[src/rtl/load_store_unit.sv]
// Load/store unit: byte/half/word accesses to a word-wide synchronous memory with lane steering and load extension.
// Build option LSU_MISALIGNED_EN: split misaligned accesses into two word cycles; when undefined they are rejected.
//
// state | meaning
// IDLE  | ready for a new request
// ACC0  | first (or only) memory cycle
// ACC1  | second memory cycle of a split access
// WAIT  | last read data arrives from memory
// RESP  | one-cycle completion pulse

module load_store_unit (
   input  logic        clock_i,
   input  logic        reset_i,
   input  logic        req_valid_i,
   output logic        req_ready_o,
   input  logic        req_we_i,
   input  logic [2:0]  req_op_i,
   input  logic [31:0] req_addr_i,
   input  logic [31:0] req_wr_data_i,
   output logic [31:0] mem_addr_o,
   output logic [3:0]  mem_wr_enable_o,
   output logic        mem_rd_enable_o,
   output logic [31:0] mem_wr_data_o,
   input  logic [31:0] mem_rd_data_i,
   output logic        resp_valid_o,
   output logic [31:0] resp_data_o,
   output logic        resp_error_o
);

   typedef enum logic [2:0] {IDLE, ACC0, ACC1, WAIT, RESP} state_t;

   state_t      state_q, state_d;
   logic        we_q, we_d;
   logic [2:0]  op_q, op_d;
   logic [31:0] addr_q, addr_d;
   logic [31:0] wdata_q, wdata_d;
   logic        err_q, err_d;
   logic        split_q, split_d;
   logic [31:0] word0_q, word0_d;

   logic        ready_q, ready_d;
   logic [31:0] mem_addr_q, mem_addr_d;
   logic [3:0]  mem_we_q, mem_we_d;
   logic        mem_re_q, mem_re_d;
   logic [31:0] mem_wdata_q, mem_wdata_d;
   logic        resp_valid_q, resp_valid_d;
   logic [31:0] resp_data_q, resp_data_d;
   logic        resp_error_q, resp_error_d;

   logic        req_illegal, req_misaligned;
   logic [7:0]  size_mask, lane_mask;
   logic [63:0] load_dword;
   logic [31:0] load_shift, load_result;

   always_comb begin
      req_illegal    = (req_op_i == 3'b011) || (req_op_i[2:1] == 2'b11) || (req_we_i && req_op_i[2]);
      req_misaligned = ((req_op_i[1:0] == 2'b01) && (req_addr_i[1:0] == 2'b11)) ||
                       ((req_op_i[1:0] == 2'b10) && (req_addr_i[1:0] != 2'b00));

      // For a split access the first word was captured during ACC1; the second is on the bus now.
      load_dword = split_q ? {mem_rd_data_i, word0_q} : {32'h0, mem_rd_data_i};
      load_shift = 32'(load_dword >> {addr_q[1:0], 3'b000});
      case (op_q[1:0])
         2'b00:   load_result = {{24{load_shift[7]  & ~op_q[2]}}, load_shift[7:0]};
         2'b01:   load_result = {{16{load_shift[15] & ~op_q[2]}}, load_shift[15:0]};
         default: load_result = load_shift;
      endcase
   end

   always_comb begin
      state_d     = state_q;
      we_d        = we_q;
      op_d        = op_q;
      addr_d      = addr_q;
      wdata_d     = wdata_q;
      err_d       = err_q;
      split_d     = split_q;
      word0_d     = word0_q;
      resp_data_d = 32'h0;

      case (state_q)
         IDLE: begin
            if (req_valid_i) begin
               state_d = ACC0;
               we_d    = req_we_i;
               op_d    = req_op_i;
               addr_d  = req_addr_i;
               wdata_d = req_wr_data_i;
`ifdef LSU_MISALIGNED_EN
               err_d   = req_illegal;
               split_d = req_misaligned && !req_illegal;
`else
               err_d   = req_illegal || req_misaligned;
               split_d = 1'b0;
`endif
            end
         end
         ACC0: state_d = split_q ? ACC1 : WAIT;
         ACC1: begin
            word0_d = mem_rd_data_i;
            state_d = WAIT;
         end
         WAIT: begin
            state_d = RESP;
            if (!err_q && !we_q) resp_data_d = load_result;
         end
         RESP:    state_d = IDLE;
         default: state_d = IDLE;
      endcase

      // Outputs are decoded from the next state so they appear registered in the cycle they describe.
      size_mask   = (op_d[1:0] == 2'b00) ? 8'h01 : (op_d[1:0] == 2'b01) ? 8'h03 : 8'h0F;
      lane_mask   = size_mask << addr_d[1:0];
      mem_addr_d  = 32'h0;
      mem_we_d    = 4'h0;
      mem_re_d    = 1'b0;
      mem_wdata_d = 32'h0;
      if (!err_d && (state_d == ACC0 || state_d == ACC1)) begin
         mem_addr_d = {addr_d[31:2], 2'b00} + ((state_d == ACC1) ? 32'd4 : 32'd0);
         if (we_d) begin
            if (state_d == ACC1) begin
               mem_we_d    = lane_mask[7:4];
               mem_wdata_d = wdata_d >> (6'd32 - {1'b0, addr_d[1:0], 3'b000});
            end else begin
               mem_we_d    = lane_mask[3:0];
               mem_wdata_d = wdata_d << {addr_d[1:0], 3'b000};
            end
         end else begin
            mem_re_d = 1'b1;
         end
      end
      resp_valid_d = (state_d == RESP);
      resp_error_d = (state_d == RESP) && err_d;
      ready_d      = (state_d == IDLE);
   end

   always_ff @(posedge clock_i) begin
      if (reset_i) begin
         state_q      <= IDLE;
         we_q         <= 1'b0;
         op_q         <= 3'b000;
         addr_q       <= 32'h0;
         wdata_q      <= 32'h0;
         err_q        <= 1'b0;
         split_q      <= 1'b0;
         word0_q      <= 32'h0;
         ready_q      <= 1'b1;
         mem_addr_q   <= 32'h0;
         mem_we_q     <= 4'h0;
         mem_re_q     <= 1'b0;
         mem_wdata_q  <= 32'h0;
         resp_valid_q <= 1'b0;
         resp_data_q  <= 32'h0;
         resp_error_q <= 1'b0;
      end else begin
         state_q      <= state_d;
         we_q         <= we_d;
         op_q         <= op_d;
         addr_q       <= addr_d;
         wdata_q      <= wdata_d;
         err_q        <= err_d;
         split_q      <= split_d;
         word0_q      <= word0_d;
         ready_q      <= ready_d;
         mem_addr_q   <= mem_addr_d;
         mem_we_q     <= mem_we_d;
         mem_re_q     <= mem_re_d;
         mem_wdata_q  <= mem_wdata_d;
         resp_valid_q <= resp_valid_d;
         resp_data_q  <= resp_data_d;
         resp_error_q <= resp_error_d;
      end
   end

   assign req_ready_o     = ready_q;
   assign mem_addr_o      = mem_addr_q;
   assign mem_wr_enable_o = mem_we_q;
   assign mem_rd_enable_o = mem_re_q;
   assign mem_wr_data_o   = mem_wdata_q;
   assign resp_valid_o    = resp_valid_q;
   assign resp_data_o     = resp_data_q;
   assign resp_error_o    = resp_error_q;

endmodule
[config.mk]
export PLATFORM = sky130hd
export DESIGN_NAME = load_store_unit
export DESIGN_NICKNAME = d
export VERILOG_FILES = /design/src/rtl/load_store_unit.sv
export SDC_FILE = /design/constraint.sdc
export NUM_CORES = 1
export LEC_CHECK = 0
export ABC_CLOCK_PERIOD_IN_PS = 2500
export CORE_ASPECT_RATIO = 1.4
export CORE_UTILIZATION = 44
export CTS_BUF_LIST = sky130_fd_sc_hd__clkbuf_4 sky130_fd_sc_hd__clkbuf_8 sky130_fd_sc_hd__clkbuf_16
export CTS_CLUSTER_DIAMETER = 30
export CTS_CLUSTER_SIZE = 14
export DETAILED_ROUTE_END_ITERATION = 8
export PLACE_DENSITY = 0.77
export SLEW_MARGIN = 20
export SYNTH_ARGS = -nofsm -noshare
export SYNTH_HDL_FRONTEND = slang
export SYNTH_SLANG_ARGS = --single-unit
[constraint.sdc]
create_clock -name clock_i -period 2.5 [get_ports clock_i]
set_clock_uncertainty 0.2 [all_clocks]
set_input_delay 0.625 -clock clock_i [delete_from_list [all_inputs] [get_ports clock_i]]
set_output_delay 0.625 -clock clock_i [all_outputs]
set_load 0.02 [all_outputs]
# == Word level (Yosys, flattened, before mapping) ==
# Cells that the tools add are included.
# totals
ramBits,0
ff_bits,176
mem_bits_ro,0
latchBits,0
wordCells,84
input_bits,103
output_inout_bits,104
memories,0
# classes
addsub,2
shift,4
multipliers,0
eq_ne,13
reduce_logical,24
magnitude_cmp,0
muxes,19
n_div,0
n_bitwise,7
# ops
op,count
32-bit 2-to-1 mux,5
32-bit case mux with 2 select lines,1
32-bit by 3-bit adder with 32-bit output,1
32-bit by 5-bit << shifter with 32-bit output,1
32-bit by 5-bit right shift with 32-bit output,1
32-bit by 6-bit right shift with 32-bit output,1
"3-bit by 2-bit equality test with 1-bit output, second input constant",4
4-bit 2-to-1 mux,3
3-bit case mux with 3 select lines,1
4-bit by 2-bit << shifter with 8-bit output,1
"2-bit by 1-bit equality test with 1-bit output, second input constant",3
"2-bit equality test, second input constant",3
"3-bit by 1-bit equality test with 1-bit output, second input constant",2
1-bit logical AND,6
3-bit logical NOT,2
3-bit 2-to-1 mux,2
3-bit OR reduction,2
"6-bit by 5-bit subtractor with 6-bit output, first input constant",1
1-bit logical OR,5
1-bit 2-to-1 mux,5
1-bit NOT,5
2-bit logical NOT,2
2-bit 2-to-1 mux,2
2-bit OR reduction,2
other kinds (5),8

# == Longest topological paths before layout ==
# Gate-level depths: netlist of the first run.
# logic_depth
ltp_word,10
mapped_depth,15
ltp_nobuf,10

# == Worst setup path before layout of the first run ==
# OpenSTA, ideal clock, no wires.
# synth_path
path_type,input to register
start,input req_valid_i
end,register mem_we_q[0] (netlist: mem_wr_enable_o[0])
path_slack_ns,-0.250
path_buffers,2
setup_time_ns,0.059
t_arrival_ns,2.491
path_stages,7
required_time_ns,2.241
path_cell_list,nor4b_2 > buf_4 > mux2_2 > inv_1 > clkbuf_1 > ha_1 > and3_1
# synth_via
elab_chain_len,7
elab_cells_between_ends,24
cone_classes,3 x eq/ne; 1 x shift; 13 x mux; 2 x bitwise; 5 x reduce/logical
# synth_lines
item,line_no,source
from (decl),14,"input logic req_valid_i,"
2-bit 2-to-1 mux / 3-bit 2-to-1 mux (equally long branches),83,if (req_valid_i) begin
2-bit 2-to-1 mux / 3-bit case mux with 3 select lines (equally long branches),81,case (state_q)
"2-bit by 1-bit equality test with 1-bit output, or another cell as far along",112,size_mask = (op_d[1:0] == 2'b00) ? 8'h01 : (op_d[1:0] == 2'b01) ? 8'h03 : 8'h0F;
4-bit 2-to-1 mux / 1-bit logical OR (equally long branches),"112, 118",
4-bit 2-to-1 mux / 1-bit logical AND (equally long branches),"112, 118",
4-bit by 2-bit << shifter with 8-bit output / 1-bit NOT (equally long branches),n/a,
4-bit 2-to-1 mux / 3-bit OR reduction (equally long branches),n/a,
to (signal assigned),166,mem_we_q <= mem_we_d;
to (decl),43,"logic [3:0] mem_we_q, mem_we_d;"
# Several ways; a longest one is shown, not always the timed one.
# A chain may end at the register's enable or synchronous reset.

# == Final worst setup path of the first run ==
# layout_path
start,input req_valid_i
end,register mem_addr_q[2] (netlist: mem_addr_o[2])
# layout_via
elab_cells_between_ends,15
cone_classes,1 x add/sub; 2 x eq/ne; 7 x mux; 1 x bitwise; 4 x reduce/logical
# layout_rtl
item,line_no,source
32-bit 2-to-1 mux,83,
32-bit 2-to-1 mux,81,
net addr_d[2],35,"logic [31:0] addr_q, addr_d;"
32-bit by 3-bit adder with 32-bit output,119,"mem_addr_d = {addr_d[31:2], 2'b00} + ((state_d == ACC1) ? 32'd4 : 32'd0);"
to (signal assigned),165,mem_addr_q <= mem_addr_d;
to (decl),42,"logic [31:0] mem_addr_q, mem_addr_d;"
# The timed path passes the listed nets, and every way through them passes these cells.

==> metrics.md, run 1 <==
| Metric | Value |
|---|---|
| Outcome | finished, final reports clean |
| Type of origin of the critical path | input port |
| Final Hold Viols | 0 |
| Initial drt markers | 620 |
| Die Span X | 113.9 um |
| Commonest cells in the netlist | 174 x dfxtp_1, 166 x nand2_1, 106 x a21oi_1, 75 x nor2_1, 58 x mux2i_1 |
| Period utilization | 0.9664 |
| R2R setup slack | 0.24 ns |
| Share of layout cells above drive strength 1 | 0.1268 |
| VDD IR max | 396.2 uV |
| Avg WL per Cell | 16.23 um |
| Leak pwr | 0.003986 uW |
| Final ANT Viol Nets | 0 |
| CTS tree | built |
| Max Root-Sink Buffers | 2 |
| Syn. warnings | 0 |
| Initial antenna violation count | 0 |
| Register area | 3485 um^2 |
| Gpl congestion | 0.8508 |
| FMAX | 0.4139 GHz |
| Die height | 158.6 um |
| H-tree levels | 4 |
| Area of the multi-input gates | 3930 um^2 |
| Placement Rows | 56 |
| Post-synth ARST share | 0 |
| Synth Register Bits | 174 |
| Req. time, crit path | 2.62 ns |
| Pwr dens | 818.7 nW/um^2 |
| Top cell type's share of synthesized area | 0.4519 |
| Drt pass-1 iters | 5 |
| Grt ovf | 0 |
| Yosys cell types | 52 |
| Max FO, Critical Path | 32 |
| Final setup fails | 0 |
| Antenna Cells | 0 |
| DR vias/cell | 5.395 |
| Dpl cell area | 10470 um^2 |
| TritonCTS buffer count | 17 |
| Worst Max-Slew Pin Slew | 1.015 ns |
| Nets | 1260 |
| Post-CTS Setup Inserts | 0 |
| Min cycle time layout | 2.416 ns |
| Vias in the first global route | 7323 |
| Top cell type by total area after synthesis | dfxtp_1 |
| DRC | 0 |
| DR vias | 7548 |
| Crit end category | flip-flop |
| Final Util | 0.6519 |
| Fill cell count | 1442 |
| Reg clk slew, reported paths | 0.07 ns |
| First-pass GRT wire length | 35130 um |
| Num ports | 207 |
| Largest net degree at the start of global routing | 41 |
| Starting Density | 0.4546 |
| Max Cap Viol | 0 |
| Core area | 16960 um^2 |
| HPWL after DPL | 16700 um |
| Top post-synthesis cells by area | dfxtp_1 45%, nand2_1 8.1%, mux2i_1 7.5%, a21oi_1 6.9%, a211oi_1 4.0% |
| Placed insts | 1368 |
| Mapped Area | 7709 um^2 |
| Slew HR | 0.3137 |
| Main flop type after synthesis | dfxtp_1 |
| Layout area overhead | 43.40% |
| Critical path arrival | 2.54 ns |
| Post-synthesis sequential area ratio | 0.4519 |
| Final Max Slew Viols | 0 |
| Post-route cell area | 11050 um^2 |
| Crit path kind | input port to flip-flop |
| Most frequent cell after synthesis | dfxtp_1 |
| Number of hold buffers added after CTS | 0 |
| Post-Layout Cell Count | 1399 |
| Port Buffer Count | 204 |
| Die ar. | 18060 um^2 |
| Hold WC Path Type | flip-flop to flip-flop |
| RSZ-0062 raised after global routing | false |
| GRT Util Overall | 0.2484 |
| Post-synth EDFFs | 0 |
| Final WL | 22700 um |
| Setup tns final | 0 ns |
| Root buffer cell | clkbuf_16 |
| Clock sink count | 174 |
| Synth Area per Inst | 8.425 um^2 |
| Skew-Pair Late Insertion Delay | 0.43 ns |
| Cells after Synth | 915 |
-- report_power, final --
part / total (uW) / switching [uW] / internal, uW
logic: 3150 / 1670 / 1480
registers: 3270 / 203 / 3070
clock network: 2630 / 1200 / 1430
-- worst max-delay path, cell delays in order --
cell	delay, ns
clkdlybuf4s50_1	0.48
or4b_4	0.49
buf_4	0.18
buf_6	0.19
nand2_2	0.08
nand2_1	0.06
ha_1	0.29
and3_1	0.14
-- layout by cell type, fill, tap and decap left out, types with 10 or more instances in the layout --
| cell type | n |
|---|---|
| clkdlybuf4s50_1 | 203 |
| dfxtp_1 | 173 |
| nand2_1 | 164 |
| a21oi_1 | 106 |
| buf_4 | 74 |
| nor2_1 | 73 |
| mux2i_1 | 58 |
| a211oi_1 | 41 |
| nor2b_1 | 33 |
| o21ai_0 | 24 |
| nand3_1 | 20 |
| mux2_2 | 18 |
| nor3_1 | 18 |
| clkbuf_16 | 17 |
| nand4_1 | 10 |
-- flip-flops by register name (all words and copies together) (netlist names), 3 cells and up --
signal           cells
mem_wr_enable_o      4
op_q                 3
addr_q              32
mem_addr_o          30
resp_data_o         32
wdata_q             32
state_q              3
mem_wr_data_o       32
-- final timing paths --
| kind | from | to | depth (start not counted) |
|---|---|---|---|
| max | req_valid_i | mem_addr_o[2]$_SDFF_PP0_ | 8 |
| min | wdata_q[26]$_SDFF_PP0_ | wdata_q[26]$_SDFF_PP0_ | 2 |
| max reg2reg | state_q[1]$_SDFF_PP0_ | mem_wr_data_o[27]$_SDFF_PP0_ | 8 |
| min reg2reg | wdata_q[26]$_SDFF_PP0_ | wdata_q[26]$_SDFF_PP0_ | 2 |
-- stage by stage --
stage	hold slack [ns]	worst slack (ns)	total power, uW
after floorplan	0.2357	-1.047	5238
after CTS	0.2574	0.01919	9064
after global routing	0.2763	0.007425	9495
after detailed placement	0.2480	-0.4691	6437
final	0.2578	0.08404	9050
after global placement	0.2428	-0.4504	6372
-- area by class of cell --
type | instances | share of cell area
clock buffer | 18 | 0.03916
clock inverter | 14 | 0.01358
inverter | 6 | 0.002037
multi-input combinational | 669 | 0.3555
sequential | 174 | 0.3152
tap | 232 | 0.02626
timing repair buffer | 286 | 0.2482
-- layer usage --
| layer | vias up | share of wire | global-route usage |
|---|---|---|---|
| met2 | 278 | 0.53 | 0.4620 |
| met5 | - | 0 | 0 |
| li1 | 3666 | - | - |
| met3 | 47 | 0.059 | 0.05520 |
| met4 | 0 | 0.030 | 0.1144 |
| met1 | 3557 | 0.38 | 0.2661 |
-- what timing repair did --
action | CTS | global route
gates cloned | 0 | 0
pin swaps | 0 | 0
setup endpoints to repair | 2 | 12
resized for setup | 0 | 2
-- cells by family (layout without fill, tap and decap cells) --
logic type,after synthesis,in the layout,synth area share
AND/OR/NAND/NOR,361,361,0.2162
AO/OA/AOI/OAI,210,210,0.1636
flip-flops,174,174,0.4519
multiplexers,77,77,0.1034
buffers and inverters,74,324,0.04252
XOR/XNOR,15,15,0.01704
adder cells (fa/ha/maj),3,3,0.004870
other,1,3,0.0004865
(Power assumes the default switching activity.)
==> run 2: changes to the inputs <==
--- a/config.mk
+++ b/config.mk
@@ -12,7 +12,7 @@
 export CTS_CLUSTER_DIAMETER = 30
 export CTS_CLUSTER_SIZE = 14
 export DETAILED_ROUTE_END_ITERATION = 8
-export PLACE_DENSITY = 0.77
+export PLACE_DENSITY = 0.75
 export SLEW_MARGIN = 20
 export SYNTH_ARGS = -nofsm -noshare
 export SYNTH_HDL_FRONTEND = slang
==> metrics.md, run 2 (same netlist as run 1, synthesis figures left out) <==
| Metric | Value |
|---|---|
| Number of hold buffers added after CTS | 0 (unchanged) |
| Min cycle time layout | 2.329 ns (was 2.416 ns) |
| Starting Density | 0.4546 (unchanged) |
| Num ports | 207 (unchanged) |
| Nets | 1248 (was 1260) |
| Reg clk slew, reported paths | 0.07 ns (about the same) |
| Final setup fails | 0 (unchanged) |
| Clock sink count | 174 (unchanged) |
| Core area | 16960 um^2 (unchanged) |
| DRC | 0 (unchanged) |
| Die ar. | 18060 um^2 (unchanged) |
| Vias in the first global route | 7069 (was 7323) |
| Root buffer cell | clkbuf_16 (unchanged) |
| Critical path arrival | 2.50 ns (was 2.54 ns) |
| Max Root-Sink Buffers | 2 (unchanged) |
| Period utilization | 0.9316 (was 0.9664) |
| CTS tree | built (unchanged) |
| H-tree levels | 4 (unchanged) |
| Grt ovf | 0 (unchanged) |
| Final WL | 22300 um (was 22700 um) |
| Post-route cell area | 10910 um^2 (was 11050 um^2) |
| Most common cell after layout, fill and taps aside | clkdlybuf4s50_1 (unchanged) |
| Max Cap Viol | 0 (unchanged) |
| Share of layout cells above drive strength 1 | 0.1177 (was 0.1268) |
| Skew-Pair Late Insertion Delay | 0.43 ns (about the same) |
| Final ANT Viol Nets | 0 (unchanged) |
| Port Buffer Count | 204 (unchanged) |
| Slew HR | 0.2778 (was 0.3137) |
| DR vias | 7426 (was 7548) |
| Antenna Cells | 0 (unchanged) |
| R2r endpoint | mem_wr_data_o[30]$_SDFF_PP0_ (was mem_wr_data_o[27]$_SDFF_PP0_) |
| Avg WL per Cell | 16.07 um (was 16.23 um) |
| Layout area overhead | 41.47% (was 43.40%) |
| GRT Util Overall | 0.2476 (was 0.2484) |
| Max FO, Critical Path | 8 (was 32) |
| Placement Rows | 56 (unchanged) |
| RSZ-0062 raised after global routing | false (unchanged) |
| Largest net degree at the start of global routing | 64 (was 41) |
| Hold Crit Endpoint | wdata_q[31]$_SDFF_PP0_ (was wdata_q[26]$_SDFF_PP0_) |
| Final Hold Viols | 0 (unchanged) |
| Req. time, crit path | 2.67 ns (was 2.62 ns) |
| Initial antenna violation count | 0 (unchanged) |
| Worst Max-Slew Pin Slew | 1.068 ns (was 1.015 ns) |
| Drt pass-1 iters | 5 (unchanged) |
| FMAX | 0.4294 GHz (was 0.4139 GHz) |
| HPWL after DPL | 16440 um (was 16700 um) |
| VDD IR max | 515.7 uV (was 396.2 uV) |
| First-pass GRT wire length | 34880 um (was 35130 um) |
| R2R depth | 8 (unchanged) |
| Beginning of the worst hold path | wdata_q[31]$_SDFF_PP0_ (was wdata_q[26]$_SDFF_PP0_) |
| R2R setup slack | 0.36 ns (was 0.24 ns) |
| Final Max Slew Viols | 0 (unchanged) |
| RR Startpoint | state_q[1]$_SDFF_PP0_ (unchanged) |
| Dpl cell area | 10320 um^2 (was 10470 um^2) |
| TritonCTS buffer count | 17 (unchanged) |
| Hold Path Depth | 2 (unchanged) |
| Gpl congestion | 0.8569 (was 0.8508) |
| Type of origin of the critical path | input port (unchanged) |
| Hold WC Path Type | flip-flop to flip-flop (unchanged) |
| Final Util | 0.6432 (was 0.6519) |
| Most frequent cells in the layout | 203 x clkdlybuf4s50_1, 173 x dfxtp_1, 164 x nand2_1 (unchanged) |
| Post-CTS Setup Inserts | 0 (unchanged) |
| DR vias/cell | 5.354 (was 5.395) |
| Die Span X | 113.9 um (unchanged) |
| Leak pwr | 0.003910 uW (was 0.003986 uW) |
| Crit end category | flip-flop (unchanged) |
| Outcome | finished, final reports clean (unchanged) |
| Pwr dens | 807.0 nW/um^2 (was 818.7 nW/um^2) |
| Die height | 158.6 um (unchanged) |
| Initial drt markers | 460 (was 620) |
| Crit path kind | input port to flip-flop (unchanged) |
==> run 2: cell count changes in the layout (fill, tap and decap cells not counted), sizes merged <==
cell | previous run | this run
buf | 83 | 71
inv | 14 | 17
clkinvlp | 3 | 1
bufinv | 1 | 0
==> run 2: area by class of cell <==
class | count | area [um^2]
tap | 232 | 290.3
fill | 1482 | 6051
timing repair buffer | 274 | 2600
inverter | 6 | 22.52
multi-input combinational | 669 | 3930
clock buffer | 18 | 439.2
sequential | 174 | 3485
clock inverter | 14 | 138.9
==> run 2: timing repair <==
action,CTS,global route
endpoints found under the setup margin,0,7
resized for setup,0,1
endpoints found under the hold margin,0,0
==> run 2: worst max-delay path: stages <==
cell and delay (ns):
clkdlybuf4s50_1 0.48, or4b_4 0.49, nor2_2 0.12, nand3_1 0.16, or3b_4 0.50, nor2_1 0.12
==> run 2: worst max path at each step <==
stage                 from                           end  slack [ns]  cells after the start
4_1_cts        req_valid_i   mem_wr_data_o[3]$_SDFF_PP0_        0.03                      6
6_report       req_valid_i   mem_wr_data_o[4]$_SDFF_PP0_        0.17                      6
2_1_floorplan  req_valid_i     mem_addr_o[20]$_SDFF_PP0_       -1.05                     13
3_5_place_dp   req_valid_i   mem_wr_data_o[3]$_SDFF_PP0_       -0.41                      6
3_3_place_gp   req_valid_i   mem_wr_data_o[6]$_SDFF_PP0_       -0.37                      6
5_1_grt        req_valid_i  mem_wr_data_o[27]$_SDFF_PP0_        0.08                      8
==> run 2: power by group <==
group	leakage (uW)	total (uW)	internal [uW]	switching [uW]
Combinational	0.00221	2930	1340	1590
Sequential	0.00141	3280	3070	208
Clock	0.000284	2590	1360	1240
==> run 2: layer usage <==
| layer | vias up | track usage | wire length [um] |
|---|---|---|---|
| met5 | - | 0 | 0 |
| met4 | 0 | 0.1391 | 956 |
| met3 | 51 | 0.04834 | 1138 |
| met2 | 238 | 0.4451 | 11340 |
| met1 | 3503 | 0.2724 | 8863 |
| li1 | 3634 | - | - |
==> run 2: metrics by stage <==
stage | hold slack (ns) | TNS (ns) | power, uW | setup slack (ns) | instances
after floorplan | 0.2357 | -17.34 | 5238 | -1.047 | 917
after global placement | 0.2419 | -12.97 | 6185 | -0.3744 | 1355
after detailed placement | 0.2463 | -14.83 | 6239 | -0.4100 | 1355
after CTS | 0.2559 | 0 | 8833 | 0.03488 | 1387
after global routing | 0.2730 | 0 | 9288 | 0.07510 | 1387
final | 0.2563 | 0 | 8800 | 0.1710 | 1387
==> run 3: changes to the inputs <==
--- a/config.mk
+++ b/config.mk
@@ -6,6 +6,7 @@
 export NUM_CORES = 1
 export LEC_CHECK = 0
 export ABC_CLOCK_PERIOD_IN_PS = 2500
+export CAP_MARGIN = 5
 export CORE_ASPECT_RATIO = 1.4
 export CORE_UTILIZATION = 44
 export CTS_BUF_LIST = sky130_fd_sc_hd__clkbuf_4 sky130_fd_sc_hd__clkbuf_8 sky130_fd_sc_hd__clkbuf_16
==> results of run 3 <==
Same layout as run 2: the final DEF is identical, and so are final timing and power.
